==> src/rtl/mine_placer_if.sv <==
// Bus between the game controller and mine_placer: placement request, board query and
// status, plus debug visibility of the placer FSM state, LFSR and mine counter.
interface mine_placer_if;
    logic        start;
    logic [4:0]  first_cell;
    logic [4:0]  qaddr;
    logic        qmine;
    logic [24:0] board;
    logic        busy;
    logic        place_done;
    logic [1:0]  dbg_state;
    logic [15:0] dbg_lfsr;
    logic [4:0]  dbg_count;

    modport master (
        output start, first_cell, qaddr,
        input  qmine, board, busy, place_done, dbg_state, dbg_lfsr, dbg_count
    );

    modport slave (
        input  start, first_cell, qaddr,
        output qmine, board, busy, place_done, dbg_state, dbg_lfsr, dbg_count
    );
endinterface

==> src/rtl/mine_placer.sv <==
// Places NUM_MINES mines on a 5x5 board using a free-running 16-bit LFSR.
// Optional macro SAFE_FIRST_EN keeps the player's first cell free of mines.
module mine_placer #(
    parameter int          NUM_MINES = 5,         // legal range 1..23
    parameter logic [15:0] LFSR_SEED = 16'hACE1   // must be nonzero
) (
    input  logic        clka,
    input  logic        restart_n,
    mine_placer_if.slave bus
);

    // Handshake: start is a one-cycle request, accepted only in IDLE or DONE and ignored
    // while busy; place_done is a level that holds in DONE until the next accepted start.

    typedef enum logic [1:0] {
        IDLE  = 2'd0,
        CLEAR = 2'd1,
        PLACE = 2'd2,
        DONE  = 2'd3
    } state_t;

    localparam logic [4:0] TARGET = 5'(NUM_MINES);

    state_t      state, state_next;
    logic [15:0] lfsr;
    logic        lfsr_fb;
    logic [24:0] board_q, board_next;
    logic [4:0]  count_q, count_next;
    logic [31:0] board_ext;
    logic [4:0]  cand;
    logic        cand_free;
    logic        excluded;

    // Taps 16,14,13,11 counted from 1; the register shifts toward the MSB.
    assign lfsr_fb = lfsr[15] ^ lfsr[13] ^ lfsr[12] ^ lfsr[10];

    always_ff @(posedge clka or negedge restart_n) begin
        if (!restart_n) begin
            lfsr <= LFSR_SEED;
        end else begin
            lfsr <= {lfsr[14:0], lfsr_fb};
        end
    end

`ifdef SAFE_FIRST_EN
    logic [4:0] first_q;

    always_ff @(posedge clka or negedge restart_n) begin
        if (!restart_n) begin
            first_q <= '0;
        end else if (state == CLEAR) begin
            first_q <= bus.first_cell;
        end
    end

    assign excluded = (cand == first_q);
`else
    logic unused_first_cell;

    assign unused_first_cell = ^bus.first_cell;
    assign excluded          = 1'b0;
`endif

    // Zero-extended board so any 5-bit index (25..31 included) reads a defined 0.
    assign board_ext = {7'd0, board_q};
    assign cand      = lfsr[4:0];
    assign cand_free = (cand <= 5'd24) && !board_ext[cand] && !excluded;

    always_ff @(posedge clka or negedge restart_n) begin
        if (!restart_n) begin
            state   <= IDLE;
            board_q <= '0;
            count_q <= '0;
        end else begin
            state   <= state_next;
            board_q <= board_next;
            count_q <= count_next;
        end
    end

    always_comb begin
        state_next = state;
        board_next = board_q;
        count_next = count_q;
        case (state)
            IDLE, DONE: begin
                // Clearing on acceptance makes the board read zero throughout CLEAR.
                if (bus.start) begin
                    state_next = CLEAR;
                    board_next = '0;
                    count_next = '0;
                end
            end
            CLEAR: begin
                board_next = '0;
                count_next = '0;
                state_next = PLACE;
            end
            PLACE: begin
                if (count_q == TARGET) begin
                    state_next = DONE;
                end else if (cand_free) begin
                    board_next = board_q | (25'd1 << cand);
                    count_next = count_q + 5'd1;
                end
            end
            default: state_next = IDLE;
        endcase
    end

    assign bus.board      = board_q;
    assign bus.qmine      = board_ext[bus.qaddr];
    assign bus.busy       = (state == CLEAR) || (state == PLACE);
    assign bus.place_done = (state == DONE);
    assign bus.dbg_state  = state;
    assign bus.dbg_lfsr   = lfsr;
    assign bus.dbg_count  = count_q;

endmodule

==> src/flat_wrapper.sv <==
// flat-port wrapper written by rule: the top's interface ports become plain ports
module mine_placer_flat 
#(
    parameter int          NUM_MINES = 5,                             
    parameter logic [15:0] LFSR_SEED = 16'hACE1                     
)
  (clka, restart_n, bus_start, bus_first_cell, bus_qaddr, bus_qmine, bus_board, bus_busy, bus_place_done, bus_dbg_state, bus_dbg_lfsr, bus_dbg_count);
  mine_placer_if bus_i ();
  input  logic clka;
  input  logic restart_n;
  input wire logic [$bits(bus_i.start)-1:0] bus_start;
  input wire logic [$bits(bus_i.first_cell)-1:0] bus_first_cell;
  input wire logic [$bits(bus_i.qaddr)-1:0] bus_qaddr;
  output wire logic [$bits(bus_i.qmine)-1:0] bus_qmine;
  output wire logic [$bits(bus_i.board)-1:0] bus_board;
  output wire logic [$bits(bus_i.busy)-1:0] bus_busy;
  output wire logic [$bits(bus_i.place_done)-1:0] bus_place_done;
  output wire logic [$bits(bus_i.dbg_state)-1:0] bus_dbg_state;
  output wire logic [$bits(bus_i.dbg_lfsr)-1:0] bus_dbg_lfsr;
  output wire logic [$bits(bus_i.dbg_count)-1:0] bus_dbg_count;
  assign bus_i.start = bus_start;
  assign bus_i.first_cell = bus_first_cell;
  assign bus_i.qaddr = bus_qaddr;
  assign bus_qmine = bus_i.qmine;
  assign bus_board = bus_i.board;
  assign bus_busy = bus_i.busy;
  assign bus_place_done = bus_i.place_done;
  assign bus_dbg_state = bus_i.dbg_state;
  assign bus_dbg_lfsr = bus_i.dbg_lfsr;
  assign bus_dbg_count = bus_i.dbg_count;
  mine_placer #(.NUM_MINES(NUM_MINES), .LFSR_SEED(LFSR_SEED)) u_core (.clka(clka), .restart_n(restart_n), .bus(bus_i));
endmodule
==> config.mk <==
export PLATFORM = sky130hd
export DESIGN_NAME = mine_placer_flat
export DESIGN_NICKNAME = d
export VERILOG_FILES = /design/src/rtl/mine_placer_if.sv /design/src/rtl/mine_placer.sv /design/src/flat_wrapper.sv
export SDC_FILE = /design/constraint.sdc
export NUM_CORES = 1
export LEC_CHECK = 0
export CAP_MARGIN = 20
export CORE_ASPECT_RATIO = 0.6
export CORE_MARGIN = 1
export CORE_UTILIZATION = 62
export CTS_BUF_LIST = sky130_fd_sc_hd__clkbuf_16
export DETAILED_ROUTE_END_ITERATION = 10
export DONT_BUFFER_PORTS = 1
export GPL_TIMING_DRIVEN = 0
export PLACE_DENSITY = 0.85
export SYNTH_ARGS = -nofsm -noshare
export SYNTH_HDL_FRONTEND = slang
export SYNTH_SLANG_ARGS = --single-unit
==> constraint.sdc <==
create_clock -name clka -period 4 [get_ports clka]
set_input_delay 1 -clock clka [delete_from_list [all_inputs] [get_ports clka]]
set_output_delay 1 -clock clka [all_outputs]
set_load 0.02 [all_outputs]
# Word level (Yosys, flattened, before mapping)
# Index checks and enable logic that the tools add are counted.
[word_totals]
register_bits = 48
inputBits = 13
out_inout_bits = 51
[op_classes]
addsub = 1
n_lt_le_gt_ge = 3
n_eq_ne = 8
shifts = 1
mux = 15
bitwise_logic = 4
n_reduce_logical = 7
[op_table]
columns = ["op", "n"]
rows = [
  ["$mux 25", 3],
  ["$pmux 25 s3", 1],
  ["$or 25x25->25", 1],
  ["$shl 1x5->25 const A", 1],
  ["$mux 5", 3],
  ["$pmux 5 s3", 1],
  ["$lt 5x6->1 const B", 2],
  ["$bmux 1 s5", 2],
  ["$pmux 2 s3", 1],
  ["$add 5x1->5 const B", 1],
  ["$eq 5x3->1 const B", 1],
  ["$le 5x5->1 const B", 1],
  ["$eq 2x2->1 const B", 2],
  ["$mux 2", 2],
  ["$ne 2x1->1 const B", 2],
  ["$ne 2x2->1 const B", 2],
  ["$reduce_and 3->1", 1],
  ["$xor 1x1->1", 3],
  ["$eq 2x1->1 const B", 1],
  ["$logic_not 2->1", 1],
  ["$mux 1", 2],
  ["$reduce_and 2->1", 1],
  ["$reduce_or 2->1", 1],
  ["$logic_and 1x1->1", 1],
  ["2 further kinds", 2],
]

# Logic depth before layout (Yosys ltp)
[logic_depth]
word_depth = 7
depth_mapped = 8
mapped_depth_nobuf = 8

# Worst setup path after synthesis
# Ideal clock, no wire load.
[synth_timing]
kind = "in2out"
startpoint = "input bus_qaddr[0]"
endpoint = "output bus_qmine"
arrival_ns = 2.530
slack_ns = 0.470
cell_stages = 5
cell_sequence = "clkbuf_1 > mux4_2 > mux4_2 > nor2_1 > a21oi_1"
[synth_between]
elab_chain_cells = 2
[synth_lines]
columns = ["item", "line_no", "source"]
rows = [
  ["start: declaration", "flat_wrapper.sv:13", "input wire logic [$bits(bus_i.qaddr)-1:0] bus_qaddr;"],
  ["$bmux 1 s5", "mine_placer.sv:112", "assign bus.qmine = board_ext[bus.qaddr];"],
  ["$mux 1 (not written as such)", "mine_placer.sv:112", ""],
  ["end: declaration", "flat_wrapper.sv:14", "output wire logic [$bits(bus_i.qmine)-1:0] bus_qmine;"],
]
# Every way passes these cells. The select of a mux whose other input is x is not followed.

# Final worst setup path
# Same ends and word-level chain as after synthesis.

==> metrics.md <==
| Metric | Value |
|---|---|
| Leakage dissipation | `1.15 nW` |
| Final worst-path cycle share | `93.0%` |
| Slew HR | `42.4%` |
| CTS tree | `yes` |
| Maximum number of buffers from clock root to sink | `2` |
| Critical-path cell list | `clkbuf_1 > mux4_2 > mux4_2 > nor2_1 > a21oi_1` |
| Full die area | `0.00418 mm2` |
| Unrepaired setup endpoints after global routing | `no` |
| Number of nets in the layout | `between 200 and 250` |
| Count of endpoints failing hold in the final timing report | `0` |
| ANT cells | `0` |
| Crit path kind | `in -> out` |
| Total overflow reported by the global router | `0` |
| Number of endpoints failing setup at the final stage | `0` |
| H-tree level count | `2` |
| Worst-path cell with the longest stage delay | `sky130_fd_sc_hd__mux4_2` |
| Area delta synth->final | `10.4%` |
| Wire length of the first global-routing pass | `9.90 mm` |
| Sequential cell area fraction in the yosys report | `49.8%` |
| Post-synth EDFFs | `0` |
| Commonest non-fill, non-tap cell in the layout | `sky130_fd_sc_hd__dfrtp_1` |
| Nets in the synthesized netlist | `236` |
| Number of resized instances in the post-cts repair step | `0` |
| Fraction of final layout cells sized beyond drive strength 1 | `between 10% and 20%` |
| Via count of the first global-routing pass | `1860` |
| Result of the run | `complete, no violations` |
| Storage element area | `0.00121 mm2` |
| Synth warn | `0` |
| Arrival time of data at the critical path endpoint | `around 2.7 ns` |
| Area of combinational cells with multiple inputs | `0.00113 mm2` |
| Cell area after synthesis | `0.00243 mm2` |
| Number of remaining DRC errors | `0` |
| Detailed-route vias per instance | `7.11` |
| DIE WIDTH | `a little over 80 um` |
| Number of pins exceeding their max-slew limit in the final report | `0` |
| Global router's overall resource usage | `31.7%` |
| Area of the core | `roughly 0.0037 mm2` |
| Number of cell rows | `17` |
| Post-route cell area | `0.00268 mm2` |
| Most used cells in the layout excluding fill and tap cells | `sky130_fd_sc_hd__dfrtp_1, sky130_fd_sc_hd__nand2_1, sky130_fd_sc_hd__nor2_1, sky130_fd_sc_hd__o21ai_1, sky130_fd_sc_hd__mux4_2` |
| Path class of the lowest-slack min-delay path | `in -> async` |
| Critical Path Start Type | `input pin` |
| Cell seen most often among critical-path stages | `sky130_fd_sc_hd__mux4_2` |
| Final GP Congestion | `0.921` |
| Required time worst endpoint | `3.00 ns` |
| Flops & latches, synth | `48` |
| Overall die height | `50.5 um` |
| Critical Path Max Stage Delay | `0.59 ns` |
| Post-synth ARST share | `100%` |
| Cell area after placement | `0.00249 mm2` |
| # Max-Cap Violations | `0` |
| Category of the worst setup path capture point | `output port` |
| Worst skew pair latency | `0.29 ns` |
| Root Driver | `sky130_fd_sc_hd__clkbuf_16` |
| Final-layout fill cell count | `249` |
| Top Ports | `64` |
| Number of antenna violations at the first check in global routing | `0` |
| Buffers inserted by post-CTS timing repair | `0` |
| Average instance area after synthesis | `11.1 um2` |
| Max Clock Freq | `~270 MHz` |
| Hpwl dp | `4.22 mm` |
| Cells after DPL | `265` |
| Max Clock Skew | `around 0.0043 ns` |
| Average wire per cell in the routed design | `23.2 um` |
| Initial core utilization | `65.7%` |
| Synthesized netlist cell count | `218` |
| Distinct cell type count after synthesis | `44` |
| Largest net degree at the start of global routing | `49` |
| Number of buffers created by CTS | `5` |
| Worst reg-to-reg setup slack | `1.50 ns` |
| Clock period minus final worst setup slack | `3.72 ns` |
| Number of buffers inserted by port buffering | `0` |
| Total via count in the routed design | `1941` |
| Power per standard cell area | `around 560 mW/mm2` |
| Final TNS setup | `0 ns` |
| Largest fanout of any net on the critical path | `7` |
| Iter 0 DRT Violations | `313` |
| Hold-fix buffers at CTS | `0` |
| Post-route ant nets | `0` |
| Clk pin slew, worst setup/hold paths | `~0.070 ns` |
| Number of iterations in the first detailed-routing pass | `5` |
| Number of non-filler instances in the completed layout | `273` |
| Transition time at the pin with the least slew margin | `0.862 ns` |
| Num Clock Sinks | `48` |
| Worst VDD drop | `0.377 mV` |
| WL final | `6.32 mm` |
| Most frequently used flop master after synthesis | `sky130_fd_sc_hd__dfrtp_1` |
-- routing by layer --
metal	GRT usage (%)	vias to the layer above	wire (um)
met5	0	-	0
met4	8.33	0	89
met3	10.2	14	851
li1	-	827	-
met1	46.8	945	2630
met2	45.2	155	2760
-- cell usage after synthesis (2+ instances only) --
master	count	area (um2)
sky130_fd_sc_hd__nand4_2	2	25.0
sky130_fd_sc_hd__nand4_1	2	12.5
sky130_fd_sc_hd__a41o_1	3	30.0
sky130_fd_sc_hd__inv_1	8	30.0
sky130_fd_sc_hd__nor2b_1	3	18.8
sky130_fd_sc_hd__a41oi_1	3	26.3
sky130_fd_sc_hd__a21oi_1	7	35.0
sky130_fd_sc_hd__dfrtp_1	40	1000
sky130_fd_sc_hd__nor3_1	9	45.0
sky130_fd_sc_hd__a22o_1	7	61.3
sky130_fd_sc_hd__nor2_1	17	63.8
sky130_fd_sc_hd__nand2_1	30	113
sky130_fd_sc_hd__nand3_1	9	45.0
sky130_fd_sc_hd__xnor2_1	2	17.5
sky130_fd_sc_hd__o21ai_1	12	60.1
sky130_fd_sc_hd__mux4_2	11	248
sky130_fd_sc_hd__nand2b_1	2	12.5
sky130_fd_sc_hd__and3_1	4	25.0
sky130_fd_sc_hd__ha_1	5	62.6
sky130_fd_sc_hd__clkbuf_1	5	18.8
sky130_fd_sc_hd__mux2i_1	2	20.0
sky130_fd_sc_hd__a31oi_1	6	37.5
sky130_fd_sc_hd__dfstp_2	8	210
-- worst max-delay path: cells and delay by family --
| kind | cells | cell delay, ns |
|---|---|---|
| mux | 2 | 1.07 |
| buf+inv | 1 | 0.44 |
| compound gates | 1 | 0.11 |
| simple gates | 1 | 0.10 |
-- final timing paths --
path / to / from / cells past startpoint
setup / recovery: bus_qmine / bus_qaddr[0] / 5
min in group clka: u_core.bus.dbg_lfsr[7] / u_core.bus.dbg_lfsr[6] / 0
max in group asynchronous: u_core.bus.dbg_lfsr[5] / restart_n / 0
hold reg to reg: u_core.bus.dbg_lfsr[7] / u_core.bus.dbg_lfsr[6] / 0
setup reg to reg: u_core.bus.board[3] / u_core.bus.dbg_lfsr[0] / 7
hold / removal: u_core.bus.dbg_lfsr[12] / restart_n / 0
-- flip-flops by register name (all words and copies together) (netlist names) --
register,cells
u_core.bus.dbg_state,2
u_core.bus.board,25
u_core.bus.dbg_lfsr,16
u_core.bus.dbg_count,5
-- kinds of logic after synthesis --
kind of cell    Yosys count  share of synthesized area (%)
compound gates           45                           13.1
xor+xnor                  3                           1.08
fa+ha+maj                 5                           2.57
buf+inv                  18                           3.76
flops                    48                           49.8
mux                      14                           12.1
simple gates             85                           17.5
-- per-stage QoR --
step / util, % / setup WS [ns] / hold slack, ns / total power, mW
after floorplan: - / 0.470 / 0.401 / 0.850
after global placement: 67.2 / 0.286 / 0.404 / 0.931
after detailed placement: 67.2 / 0.273 / 0.406 / 0.943
after CTS: 72.5 / 0.268 / 0.402 / 1.49
after global routing: 72.5 / 0.163 / 0.393 / 1.56
final: 72.5 / 0.278 / 0.401 / 1.50
-- report_power, final --
part           switching (mW)  internal [mW]  leakage (nW)
Sequential             0.0611          0.506         0.633
Combinational           0.289          0.105         0.422
Clock                   0.183          0.360        0.0944
Total                   0.533          0.972          1.15
-- area by class of cell --
class,instances,share of cell area (%)
sequential,48,45.1
multi-input combinational,152,42.0
clock buffer,5,4.66
clock inverter,3,2.57
inverter,8,1.12
tap,47,2.19
buffer,10,2.29
Power figures use the tool's default switching activity.
